### src/rtl/hnoc_rr_arbiter.sv
// rtl/hnoc_rr_arbiter.sv - four-requester round-robin flit arbiter with burst lock and registered output stage
module hnoc_rr_arbiter #(
    parameter int DataWidth = 32,
    parameter int AddrWidth = 2,
    parameter int numReq    = 4,
    parameter int IdWidth   = 2,
    parameter int MaxBurst  = 1
) (
    input  logic                                        i_clk,
    input  logic                                        i_reset,
    input  logic [numReq*(DataWidth+AddrWidth)-1:0]     i_req_data,
    input  logic [numReq-1:0]                           i_req_valid,
    output logic [numReq-1:0]                           o_req_ready,
    output logic [DataWidth+AddrWidth-1:0]              o_data,
    output logic                                        o_data_valid,
    input  logic                                        i_data_ready,
    output logic [IdWidth-1:0]                          o_grant_id
);

    localparam int W = DataWidth + AddrWidth;
    localparam logic [3:0] MAX_BURST = 4'(MaxBurst);
    localparam logic [IdWidth-1:0] LAST_REQ = IdWidth'(numReq - 1);

    logic [IdWidth-1:0] owner;
    logic [3:0]         cnt;
    logic [IdWidth-1:0] sel;
    logic               free;
    logic               any_valid;
    logic               lock;
    logic               accept;
    logic [W-1:0]       flits [numReq];

    assign free      = !o_data_valid || i_data_ready;
    assign any_valid = |i_req_valid;
    assign accept    = free && any_valid;
    assign lock      = (cnt < MAX_BURST) && i_req_valid[owner] && (cnt != 4'd0);

    always_comb begin
        for (int k = 0; k < numReq; k++) begin
            flits[k] = i_req_data[k*W +: W];
        end
    end

    // Search starts just past the owner and wraps so the owner is considered last.
    always_comb begin
        logic               found;
        logic [IdWidth-1:0] cand;
        int                 idx;
        sel   = owner;
        found = 1'b0;
        cand  = '0;
        idx   = 0;
        if (!lock) begin
            for (int i = 1; i <= numReq; i++) begin
                idx  = (int'(owner) + i) % numReq;
                cand = IdWidth'(idx);
                if (!found && i_req_valid[cand]) begin
                    sel   = cand;
                    found = 1'b1;
                end
            end
        end
    end

    always_comb begin
        o_req_ready = '0;
        if (accept && !i_reset) begin
            o_req_ready[sel] = 1'b1;
        end
    end

    always_ff @(posedge i_clk or posedge i_reset) begin
        if (i_reset) begin
            o_data       <= '0;
            o_data_valid <= 1'b0;
            o_grant_id   <= '0;
            owner        <= LAST_REQ;
            cnt          <= 4'd0;
        end else if (accept) begin
            o_data       <= flits[sel];
            o_data_valid <= 1'b1;
            o_grant_id   <= sel;
            if (lock) begin
                cnt <= cnt + 4'd1;
            end else begin
                owner <= sel;
                cnt   <= 4'd1;
            end
        end else if (free) begin
            // Idle link: drop the stage and release any burst lock.
            o_data_valid <= 1'b0;
            cnt          <= 4'd0;
        end
    end

endmodule

### config.mk
export PLATFORM = sky130hd
export DESIGN_NAME = hnoc_rr_arbiter
export DESIGN_NICKNAME = d
export VERILOG_FILES = /design/src/rtl/hnoc_rr_arbiter.sv
export SDC_FILE = /design/constraint.sdc
export NUM_CORES = 1
export LEC_CHECK = 0
export BUFFER_PORTS_ARGS = -buffer_cell sky130_fd_sc_hd__buf_2
export CORE_MARGIN = 2
export CORE_UTILIZATION = 42
export DETAILED_ROUTE_END_ITERATION = 8
export PLACE_DENSITY_LB_ADDON = 0.08
export SYNTH_ARGS = -nofsm -noshare
export SYNTH_HDL_FRONTEND = slang
export SYNTH_SLANG_ARGS = --single-unit
### constraint.sdc
create_clock -name i_clk -period 3.3 [get_ports i_clk]
set_input_delay 0.66 -clock i_clk [delete_from_list [all_inputs] [get_ports i_clk]]
set_output_delay 0.66 -clock i_clk [all_outputs]
set_load 0.05 [all_outputs]
Word level (Yosys, flattened, before mapping):

Cells that the tools add are included.

* add/subtract/negate cells: 5
* multipliers: 0
* div/mod/pow operators: 0
* $lt $le $gt $ge: 9
* equality and inequality tests: 0
* shifts and indexed selects: 0
* muxes and demuxes: 32
* bitwise operators: 2
* reduce and logical (&&, ||, !) cells: 18

Operators by type and width (count)
* $bmux W34 S2: 1
* $mux W34: 2
* $lt A2 B3 Y1 const B: 6
* $mux W4: 4
* $mux W1: 14
* $bmux W1 S2: 5
* $mux W2: 5
* $logic_and A1 B1 Y1: 8
* $logic_not A1 Y1: 5
* $add A2 B1 Y2 const B: 2
* $add A2 B2 Y2 const B: 2
* $add A4 B1 Y4 const B: 1
* $lt A4 B1 Y1 const B: 1
* $reduce_bool A4 Y1: 1
* $reduce_or A4 Y1: 1
* $ge A3 B3 Y1 const B: 1
* $not A2 Y3: 1
* $demux W1 S2: 1
* $ge A2 B1 Y1 const B: 1
* $reduce_and A2 Y1: 1
* $reduce_bool A2 Y1: 1
* $logic_or A1 B1 Y1: 1
* $not A1 Y1: 1

* bits in registers: 43
* latch bits: 0
* bits in writable memories: 0
* memory bits (read-only): 0
* bits of input ports: 143
* output and inout port bits: 41
* logic and storage cells: 71
* memories: 0

Depth between registers and ports, before layout:

Gate-level depths: netlist of run 1.

* depth in word-level cells: 22
* mapped depth: 10

Worst setup path before layout of run 1:

OpenSTA, ideal clock, no wires.

* path type: flip-flop to output port
* start point: register owner[0]
* end point: output port o_req_ready[1]
* arrival time: 3367 ps
* data required time: 2640 ps
* path slack: -727 ps
* cell stages (with the launch flop): 8
* path buffers: 2
* cells stage by stage: dfstp_2 -> buf_2 -> mux4_2 -> nand2_2 -> o2111ai_2 -> xnor2_4 -> buf_4 -> nor4_1

* word-level cells in the longest chain between the ends: 22

RTL lines
* start: declaration: line 24 `logic [IdWidth-1:0] owner;`
* start signal: assignment: line 86 `owner <= sel;`
* $add A2 B1 Y2: line 55 `idx = (int'(owner) + i) % numReq;`
* $bmux W1 S2: line 57 `if (!found && i_req_valid[cand]) begin`
* $mux W1 (implied by the code): line 57
* $mux W1: line 57
* $mux W1: line 53 `if (!lock) begin`
* $logic_not A1 Y1: line 57
* $logic_and A1 B1 Y1: line 57
* $mux W1: line 57
* [6 not listed]
* $logic_and A1 B1 Y1: line 57
* $mux W2: line 57
* $mux W2 (*): line 53
* $lt A2 B3 Y1 (implied by the code) or $ge A2 B1 Y1 (tied branches): line 68 `o_req_ready[sel] = 1'b1;`
* $logic_and A1 B1 Y1 (implied by the code): line 68
* $mux W1 (implied by the code): line 68
* $demux W1 S2 (*): line 68
* $mux W4 (*): line 67 `if (accept && !i_reset) begin`
* end: declaration: line 13 `output logic [numReq-1:0] o_req_ready,`

Every way passes the cells marked *; elsewhere a longest branch is shown, timed or not. The select of a mux whose other input is x is not followed.

Worst setup path after layout of run 1:

* start point: register owner[0]
* end point: output port o_req_ready[2]

The elaborated chain is that of the path after synthesis.

==> metrics.md, run 1 <==
| Metric | Value |
|---|---|
| GRT Total Usage | between 20% and 30% |
| Leak | slightly above 2 nW |
| Non-filler cells in the finished layout | 515 |
| Hold Path Class | reg2reg |
| Router iterations before antenna repair | 4 |
| Synth area leaders | dfrtp_1 (38%), mux2i_1 (25%), o221ai_1 (11%) |
| CTS root buf | clkbuf_8 |
| Worst IR Drop VDD | 0.001527 V |
| Die X | 84.07 um |
| Clk_skew | around 3.5 ps |
| Max Fclk | about 0.31 GHz |
| Die height | ~84 um |
| CP Capture Type | output pin |
| CP Launch Type | flop |
| I/O pins | 184 |
| WP data arrival | between 2000 and 3000 ps |
| Crit Reg-Reg Startpoint | owner[0] |
| Critical path data required time | around 2600 ps |
| Final-report setup violation count | 0 |
| Placed wire-length estimate | approximately 5800 um |
| Final WL | roughly 7600 um |
| Post-Syn Area per Cell | about 11 um2 |
| Status | complete, no violations |
| Main synth FF type | dfrtp_1 |
| Port bufs | ~180 |
| Final slew viol count | 0 |
| Die area | around 7000 um2 |
| Worst-Skew Late Latency | 300 ps |
| FFs w/ async S/R, synth | between 90% and 100% |
| DRC viols | 0 |
| Initial antenna violation count | 0 |
| Global-route wire length before repair | between 10,000 and 15,000 um |
| Gpl congestion | ~0.8 |
| Register area | 1079 um2 |
| Total grt overflow | 0 |
| Core Area | 6277 um2 |
| Fin crit period | about 3200 ps |
| Slowest CP cell | dfstp_2 |
| Biggest area consumer among synthesized cells | dfrtp_1 |
| PwrDens | about 1200 nW/um2 |
| Number of buffers created by CTS | 5 |
| Fill cells | 565 |
| Syn. warnings | 0 |
| Vias in the first global route | 2,685 |
| Final Hold Viols | 0 |
| Post-route clock period utilization | between 90% and 100% |
| DR vias | about 2,700 |
| CP Max Fanout | 8 |
| Final worst setup slack | about 110 ps |
| Synthesized instance count | approximately 260 |
| Final nets | 583 |
| Max-cap viol count | 0 |
| Seq/Total Area, Yosys | roughly two fifths |
| Critical Setup Path Class | reg2out |
| Post-Place Setup Slack | ~170 ps |
| Worst path cell trace | mux4_2 > nand2_2 > o2111ai_4 > xnor2_4 > and3_1 > buf_2 |
| Vias/cell | around 5.2 |
| CTS tree | built |
| Start point of the critical path | owner[0] |
| Number of flops mapped to enable cells by yosys | 0 |
| Most common cell in the synthesized netlist | mux2i_1 |
| CTS clk-pin slew, worst paths | around 80 ps |
| Synth Cell Area | 2693 um2 |
| Routed len/inst | between 10 and 15 um |
| Actual slew at the worst max-slew pin | 878.6 ps |
| Largest net degree at the start of global routing | 44 |
| Rel. slew slack | between 40% and 50% |
| CTS Buffer Depth | 2 |
| Clock H-tree levels | 2 |
| Total chip power | 4.425 mW |
| Fraction of layout cells with a size suffix above 1 | 48.40% |
| DR iter-0 viols | 50 |
| Most frequent cells after synthesis | mux2i_1 (68), nand2_1 (42), dfrtp_1 (41) |
| Clock sink total | 43 |
| Hold_ws | between 400 and 500 ps |
| Worst path bufs/invs | 1 |
| Antenna Cells | 0 |
| #FFs+latches synth | 43 |
| Top-area cell type share of the netlist area | between 30% and 40% |
| Syn-to-layout area delta | 42.89% |
| Multi-input logic area | 1501 um2 |
| Row count | 29 |
| HP Start | o_grant_id[1] |
| Syn Nets | approximately 400 |
| Initial cell density of the core | ~43% |
| Delay of the slowest critical-path stage | just over 600 ps |
| Critical path's top delay family | flip-flops |
| Dpl cells | about 510 |
| Final ANT Viol Nets | 0 |
| Library cells used by synthesis | 33 |
[stage by stage]
stage	TNS (ps)	util [%]	area [um2]
2_1_floorplan	0	-	2708
3_3_place_gp	0	58.32	3661
3_5_place_dp	0	58.32	3661
4_1_cts	0	60.49	3797
5_1_grt	-16.55	61.29	3847
6_report	0	61.29	3847
[registers in the layout (all words and copies together), names as in the netlist]
signal / count
o_data: 34
cnt: 4
o_grant_id: 2
owner: 2
o_data_valid: 1
[kinds of logic (layout without fill, tap and decap cells)]
kind of cell,Yosys count,in the layout,share of synthesized area [%]
muxes,70,70,26.53
AOI/OAI and AO/OA,49,49,14.64
and+or+nand+nor,64,64,10.64
adders and majority gates,3,3,1.394
xor gates and xnor gates,2,2,1.348
DFF,43,43,40.06
buffers and inverters,24,207,5.390
[tightest hold or removal path, stage by stage, from the launching register on]
cell and delay [ps]:
dfrtp_1 350, nand2_1 50, nand2_1 50
[where the power goes]
group | internal (mW) | switching (mW) | leakage (nW) | total (mW)
Combinational | 1.13 | 1.90 | 1.49 | 3.03
Clock | 0.302 | 0.187 | 0.0644 | 0.488
Sequential | 0.776 | 0.130 | 0.524 | 0.905
Total | 2.21 | 2.22 | 2.08 | 4.43
[repair_timing]
item,CTS,global route
buffers inserted,0,2
resized for setup,0,5
hold buffers,0,0
setup endpoints to repair,0,3
[cells in the final DEF (no fill, tap or decap), types with 2 or more instances in the layout]
cell type and count:
nand2b_1 3, nor2_1 7, inv_1 4, clkbuf_8 5, dfrtp_1 41, and3b_1 2, buf_2 181, a21oi_1 6
mux2i_1 68, nand2_1 42, bufinv_16 2, o221ai_1 34, nor3b_1 2, buf_4 11, o21ai_0 3, ha_1 3
dfstp_2 2
[layer usage]
metal  global-route usage [%]  share of wire [%]  vias up
met5                        0                  0        -
met4                    8.065                1.6        0
met3                    4.946                7.4       12
met2                    38.10                 50      105
met1                    26.54                 41     1242
li1                         -                  -     1321
[area by class of cell]
type                    count  area share (%)
clock buffers               5           1.789
multi-input cells         188           39.02
repair buffers            194           26.41
well taps                  77           2.504
clock inverters             3           1.756
flip-flops and latches     43           28.03
inverters                   5          0.4878
[worst paths after layout]
kind                                  end  slack, ps  cells after the start
max                        o_req_ready[2]        110                      6
min                         o_grant_id[1]        480                      2
max reg2reg                     o_data[2]        280                      8
min reg2reg                 o_grant_id[1]        480                      2
max in group asynchronous   o_grant_id[0]       2180                      2
min in group asynchronous       o_data[8]        590                      2
(Power assumes the default switching activity.)
==> run 2: changes to the inputs <==
- CORE_MARGIN: 2 -> not set
- HOLD_SLACK_MARGIN: not set -> 0.05
==> run 2 against run 1 <==
Compared with the run above: global-route usage is 0.53 points higher; first-iteration DRC count increased by 96%; clock power is 31% lower; worst hold slack improved by 7.2 ps; combinational power about the same; wire length rose by 0.26%; register-to-register slack improved by 90 ps; cell area decreased by 1.9%; final cell count down 0.97%; sequential power hardly changed; largest cell class unchanged; largest power group unchanged; highest routed layer unchanged.
==> metrics.md, run 2 (synthesized netlist as in run 1, its figures left out) <==
| Metric | Value |
|---|---|
| Post-route clock period utilization | 97.02% (+0.44 points) |
| WP data arrival | 2540 ps (about the same) |
| Crit Reg-Reg Startpoint | owner[0] |
| Max Fclk | 0.3123 GHz (-0.45%) |
| Routed len/inst | 15.03 um (+1.2%) |
| CP Max Fanout | 8 (unchanged) |
| Worst path bufs/invs | 1 (unchanged) |
| I/O pins | 184 (unchanged) |
| CTS Buffer Depth | 2 (unchanged) |
| Total grt overflow | 0 (unchanged) |
| Slowest CP cell | dfstp_2 |
| Fin crit period | 3202 ps (+14.41 ps) |
| Global-route wire length before repair | 11,450 um (-9.5%) |
| Die area | 6735 um2 (-4.7%) |
| CTS tree | built |
| Vias in the first global route | 2,447 (-8.9%) |
| Start point of the critical path | owner[0] |
| Die height | 82.07 um (-2.4%) |
| Worst IR Drop VDD | 0.001118 V (-27%) |
| CP Launch Type | flop |
| Critical path's top delay family | flip-flops |
| Worst-Skew Late Latency | 290 ps (about the same) |
| Critical path data required time | 2640 ps (about the same) |
| Initial cell density of the core | 44.43% (+1.5 points) |
| Syn-to-layout area delta | 40.15% |
| Largest regs | o_data (34), cnt (4) |
| Leak | 2.054 nW (-1.2%) |
| Vias/cell | 5.265 (+1.2%) |
| DR iter-0 viols | 98 (+96%) |
| Hold_ws | 483.3 ps (+7.165 ps) |
| Final slew viol count | 0 (unchanged) |
| Fraction of layout cells with a size suffix above 1 | 48.28% (-0.13 points) |
| Actual slew at the worst max-slew pin | 915.4 ps (+36.80 ps) |
| Final core utilization | 62.26% (+0.97 points) |
| Fill cells | 554 (-1.9%) |
| CTS root buf | clkbuf_8 |
| Hold buffers post-CTS | 0 (unchanged) |
| Core Area | 6061 um2 (-3.4%) |
| Largest net degree at the start of global routing | 52 (+18%) |
| Hold Path Class | reg2reg |
| Gpl congestion | 0.7992 (+0.31%) |
| Antenna Cells | 0 (unchanged) |
| Clock sink total | 43 (unchanged) |
| Final nets | 581 (-0.34%) |
| Max reg flops | 34 (unchanged) |
| HP Start | o_data[16] |
| CP Capture Type | output pin |
| Die X | 82.07 um (-2.4%) |
| Commonest non-fill, non-tap cell in the layout | buf_2 |
| Router iterations before antenna repair | 4 (unchanged) |
| Number of buffers created by CTS | 5 (unchanged) |
| Final Hold Viols | 0 (unchanged) |
| Clock H-tree levels | 2 (unchanged) |
| Critical Setup Path Class | reg2out |
| Status | complete, no violations |
| GRT Total Usage | 22.50% (+0.53 points) |
| Final ANT Viol Nets | 0 (unchanged) |
| CTS clk-pin slew, worst paths | 70 ps (about the same) |
| Most flop-heavy register | o_data |
| Most frequent cells in the layout | buf_2 (182), mux2i_1 (68), nand2_1 (42), dfrtp_1 (41), o221ai_1 (34) |
| Total chip power | 4.257 mW (-3.8%) |
| DRC viols | 0 (unchanged) |
| Placed wire-length estimate | 5798 um (-0.74%) |
| Max-cap viol count | 0 (unchanged) |
| Row count | 28 (-3.4%) |
| Delay of the slowest critical-path stage | 600 ps (-20 ps) |
| Final-report setup violation count | 0 (unchanged) |
| Clk_skew | 4.204 ps (+0.7279 ps) |
| DR vias | 2,685 (+0.19%) |
| Rel. slew slack | 38.88% (-2.5 points) |
| PwrDens | 1128 nW/um2 (-1.9%) |
| Port bufs | 183 (unchanged) |
| Initial antenna violation count | 0 (unchanged) |
| Worst path cell trace | mux4_2 > nand2_2 > o2111ai_2 > xnor2_4 > and3_1 > buf_2 |
| Final WL | 7664 um (+0.26%) |
-- run 2: changes by cell type in the layout (fill, tap and decap cells not counted), sizes merged --
cell      change
buf           -2
bufinv        -2
clkbuf        +1
clkinv        +1
clkinvlp      -1
-- run 2: metal layers --
layer,wire length (um),vias up,global-route usage (%)
met5,0,-,0
met4,93,0,7.193
met3,591,11,4.222
met2,3902,110,39.26
met1,3076,1248,27.79
li1,-,1316,-
-- run 2: worst paths after layout --
path / endpoint / slack, ps / cells past startpoint
setup / recovery: o_req_ready[2] / 100 / 6
hold / removal: o_data[16] / 480 / 2
setup reg to reg: o_data[29] / 370 / 8
hold reg to reg: o_data[16] / 480 / 2
max in group asynchronous: o_data[21] / 2130 / 2
min in group asynchronous: o_data[9] / 600 / 2
-- run 2: where the power goes --
| group | switching, mW | internal, mW | total [mW] |
|---|---|---|---|
| registers | 0.131 | 0.776 | 0.907 |
| logic | 1.91 | 1.10 | 3.01 |
| clock network | 0.171 | 0.164 | 0.335 |
| total | 2.21 | 2.04 | 4.26 |
-- run 2: layout make-up --
class / count / area [um2] / area share [%]
clock inverters: 1 / 5.005 / 0.1326
inverters: 5 / 18.77 / 0.4973
repair buffers: 192 / 998.5 / 26.46
clock buffers: 6 / 82.58 / 2.188
well taps: 75 / 93.84 / 2.487
flip-flops and latches: 43 / 1079 / 28.58
multi-input cells: 188 / 1496 / 39.66
-- run 2: worst register-to-register path, cell delays in order, from the launching register on --
cell,delay (ps)
dfstp_2,600
mux4_2,540
nand2_2,150
o2111ai_2,190
xnor2_4,320
buf_4,180
buf_12,280
mux2i_1,380
o221ai_1,150
-- run 2: timing repair --
item | 4_1_cts | 5_1_grt
setup endpoints to repair | 0 | 4
buffers inserted | 0 | 1
resized for setup | 0 | 3
-- run 2: per-stage QoR --
| stage | TNS [ps] | instance area (um2) | cells | setup slack (ps) |
|---|---|---|---|---|
| finish | 0 | 3774 | 510 | 98.24 |
| CTS | 0 | 3751 | 509 | 76.37 |
| floorplan | 0 | 2708 | 255 | 54.07 |
| detailed placement | 0 | 3664 | 502 | 238.2 |
| global placement | 0 | 3664 | 502 | 286.5 |
| global route | -27.48 | 3774 | 510 | -25.96 |
==> run 3: changes to the inputs <==
- clock period: 3.3 -> 3.4 ns (I/O delays scaled with it)
==> run 3 against run 2 <==
Compared with the run above: clock power decreased by 4%; clock-buffer cell count stayed put; critical path type unchanged; highest routed layer unchanged; first-iteration DRC count decreased by 16%; setup slack better by 50 ps; wire length increased by 2.2%; combinational power shrank 4%; global-route usage grew 0.33 points; via count fell by 0.22%; sequential cell count unchanged; sequential share of layout area is essentially flat; core utilization fell by 0.062 points.
==> metrics.md, run 3 (synthesized netlist as in run 1, its figures left out) <==
| Metric | Value |
|---|---|
| Status | complete, no violations |
| Syn-to-layout area delta | 40.01% (about the same) |
| Fill cells | 543 (-2.0%) |
| Fin crit period | 3252 ps |
| Final-report setup violation count | 0 (unchanged) |
| Max Fclk | about 0.31 GHz |
| Most flop-heavy register | o_data |
| Worst IR Drop VDD | 0.001383 V (+24%) |
| Row count | 28 (unchanged) |
| Worst-Skew Late Latency | 280 ps (about the same) |
| Most frequent cells in the layout | buf_2 (183), mux2i_1 (68), nand2_1 (42), dfrtp_1 (41), o221ai_1 (34) |
| Final Hold Viols | 0 (unchanged) |
| Antenna Cells | 0 (unchanged) |
| Routed len/inst | 15.39 um (+2.4%) |
| Clock H-tree levels | 2 (unchanged) |
| WP data arrival | 2570 ps (+30 ps) |
| Crit Reg-Reg Startpoint | owner[0] |
| Number of buffers created by CTS | 5 (unchanged) |
| Combinational power share | 70.7% (about the same) |
| I/O pins | 184 (unchanged) |
| Register area | 1079 um2 (unchanged) |
| HP Start | o_data[4] |
| CTS root buf | clkbuf_8 |
| DRC viols | 0 (unchanged) |
| Actual slew at the worst max-slew pin | 910.8 ps (-4.611 ps) |
| Largest regs | o_data (34), cnt (4) |
| DR iter-0 viols | 82 (-16%) |
| Leak | 2.055 nW (about the same) |
| Hold Crit Endpoint | o_data[4] |
| Sw power | 2.128 mW (-3.9%) |
| Post-route clock period utilization | 95.64% |
| Max-cap viol count | 0 (unchanged) |
| Max reg flops | 34 (unchanged) |
| Placed wire-length estimate | 5925 um (+2.2%) |
| CTS clk-pin slew, worst paths | 70 ps (about the same) |
| CTS Buffer Depth | 2 (unchanged) |
| Final WL | 7836 um (+2.2%) |
| Global-route wire length before repair | 11,560 um (+1.0%) |
| FF-to-FF path depth | 7 (-1) |
| Post-Place Setup Slack | 290.5 ps (+52.35 ps) |
| RSZ-0062 raised after global routing | false |
| GRT Total Usage | 22.82% (+0.33 points) |
| CP Launch Type | flop |
| Final slew viol count | 0 (unchanged) |
| Vias in the first global route | 2,434 (-0.53%) |
| Multi-input logic area | 1490 um2 (-0.42%) |
| Die X | 82.07 um (unchanged) |
| Critical path data required time | 2720 ps (+80 ps) |
| Final worst setup slack | 148.2 ps (+49.98 ps) |
| Switch share | 51.89% (-0.12 points) |
| Critical Setup Path Class | reg2out |
| Total grt overflow | 0 (unchanged) |
| Largest net degree at the start of global routing | 46 (-12%) |
| Clock share of power | 7.8% (about the same) |
| Hold depth | 2 (unchanged) |
| Vias/cell | 5.263 (about the same) |
| Power Internal | 1.973 mW (-3.4%) |
| R2r setup slk | 630 ps (+260 ps) |
| CTS tree | built |
| DR vias | 2,679 (-0.22%) |
| Initial cell density of the core | 44.43% (unchanged) |
| Sequential share of power | 21.5% (+0.2 points) |
| Commonest non-fill, non-tap cell in the layout | buf_2 |
| Hold Path Class | reg2reg |
| Rel. slew slack | 39.19% (+0.31 points) |
| Final nets | 580 (-0.17%) |
| Final ANT Viol Nets | 0 (unchanged) |
| Router iterations before antenna repair | 4 (unchanged) |
| Gpl congestion | 0.7581 (-5.1%) |
| PwrDens | 1088 nW/um2 (-3.6%) |
| Dpl cells | 502 (unchanged) |
| CP Max Fanout | 8 (unchanged) |
| Fraction of layout cells with a size suffix above 1 | 47.93% (-0.35 points) |
| Die height | 82.07 um (unchanged) |
| Port bufs | 183 (unchanged) |
| CP Capture Type | output pin |
| Initial antenna violation count | 0 (unchanged) |
| Die area | 6735 um2 (unchanged) |
| Fin Setup TNS | 0 ps (unchanged) |
| Clock sink total | 43 (unchanged) |
| Core Area | 6061 um2 (unchanged) |
| Reg2reg end | o_data[5] |
| Non-filler cells in the finished layout | 509 (-0.20%) |
| Clk_skew | 1.963 ps (-2.241 ps) |
==> run 3: changes by cell type in the layout (fill, tap and decap cells not counted) <==
cell / delta
a31oi_1: +1
buf_4: -2
clkbuf_4: -1
buf_12: +1
a31oi_2: -1
buf_2: +1
==> run 3: critical path: stages (launching register included) <==
cell and delay (ps):
dfstp_2 610, mux4_2 540, nand2_2 140, o2111ai_2 190
xnor2_4 320, and3_1 220, buf_2 260
==> run 3: worst max-delay path by stage <==
stage                    from              to  slack [ps]
6_report             owner[0]  o_req_ready[2]         150
5_1_grt              owner[0]  o_req_ready[2]          70
3_3_place_gp   i_req_valid[3]  o_req_ready[2]         350
2_1_floorplan        owner[0]  o_req_ready[3]         130
3_5_place_dp   i_req_valid[3]  o_req_ready[2]         290
4_1_cts              owner[0]  o_req_ready[2]         140
==> run 3: routing by layer <==
metal | share of wire [%] | GRT usage (%)
met5 | 0 | 0
met4 | 0.56 | 5.614
met3 | 6.3 | 3.222
met2 | 51 | 41.32
met1 | 42 | 28.29
==> run 3: final cells by class <==
cell class / instances / area share [%]
clock buffer: 6 / 2.191
clock inverter: 1 / 0.1328
multi-input combinational: 188 / 39.53
sequential: 43 / 28.61
inverter: 5 / 0.4978
tap: 75 / 2.489
timing repair buffer: 191 / 26.55
==> run 3: stage by stage <==
stage / cell area (um2) / hold WS (ps) / power, mW / util (%)
floorplan: 2708 / 454.6 / 3.291 / -
global placement: 3676 / 457.1 / 3.770 / 60.65
detailed placement: 3676 / 468.1 / 3.822 / 60.65
CTS: 3764 / 489.7 / 4.143 / 62.10
global route: 3770 / 503.6 / 4.361 / 62.20
finish: 3770 / 484.7 / 4.100 / 62.20
==> run 3: repair_timing <==
item,in CTS,in global routing
hold buffers,0,0
endpoints found under the hold margin,0,0
gates resized for setup,0,1
setup buffers,0,0
endpoints found under the setup margin,0,1
==> run 3: power groups by stage <==
stage          Clock (mW)  Sequential, mW  Combinational [mW]
4_1_cts             0.333           0.881                2.93
5_1_grt             0.354           0.913                3.09
2_1_floorplan           0            1.61                1.68
3_3_place_gp            0           0.880                2.89
3_5_place_dp            0           0.888                2.93
6_report            0.322           0.881                2.90
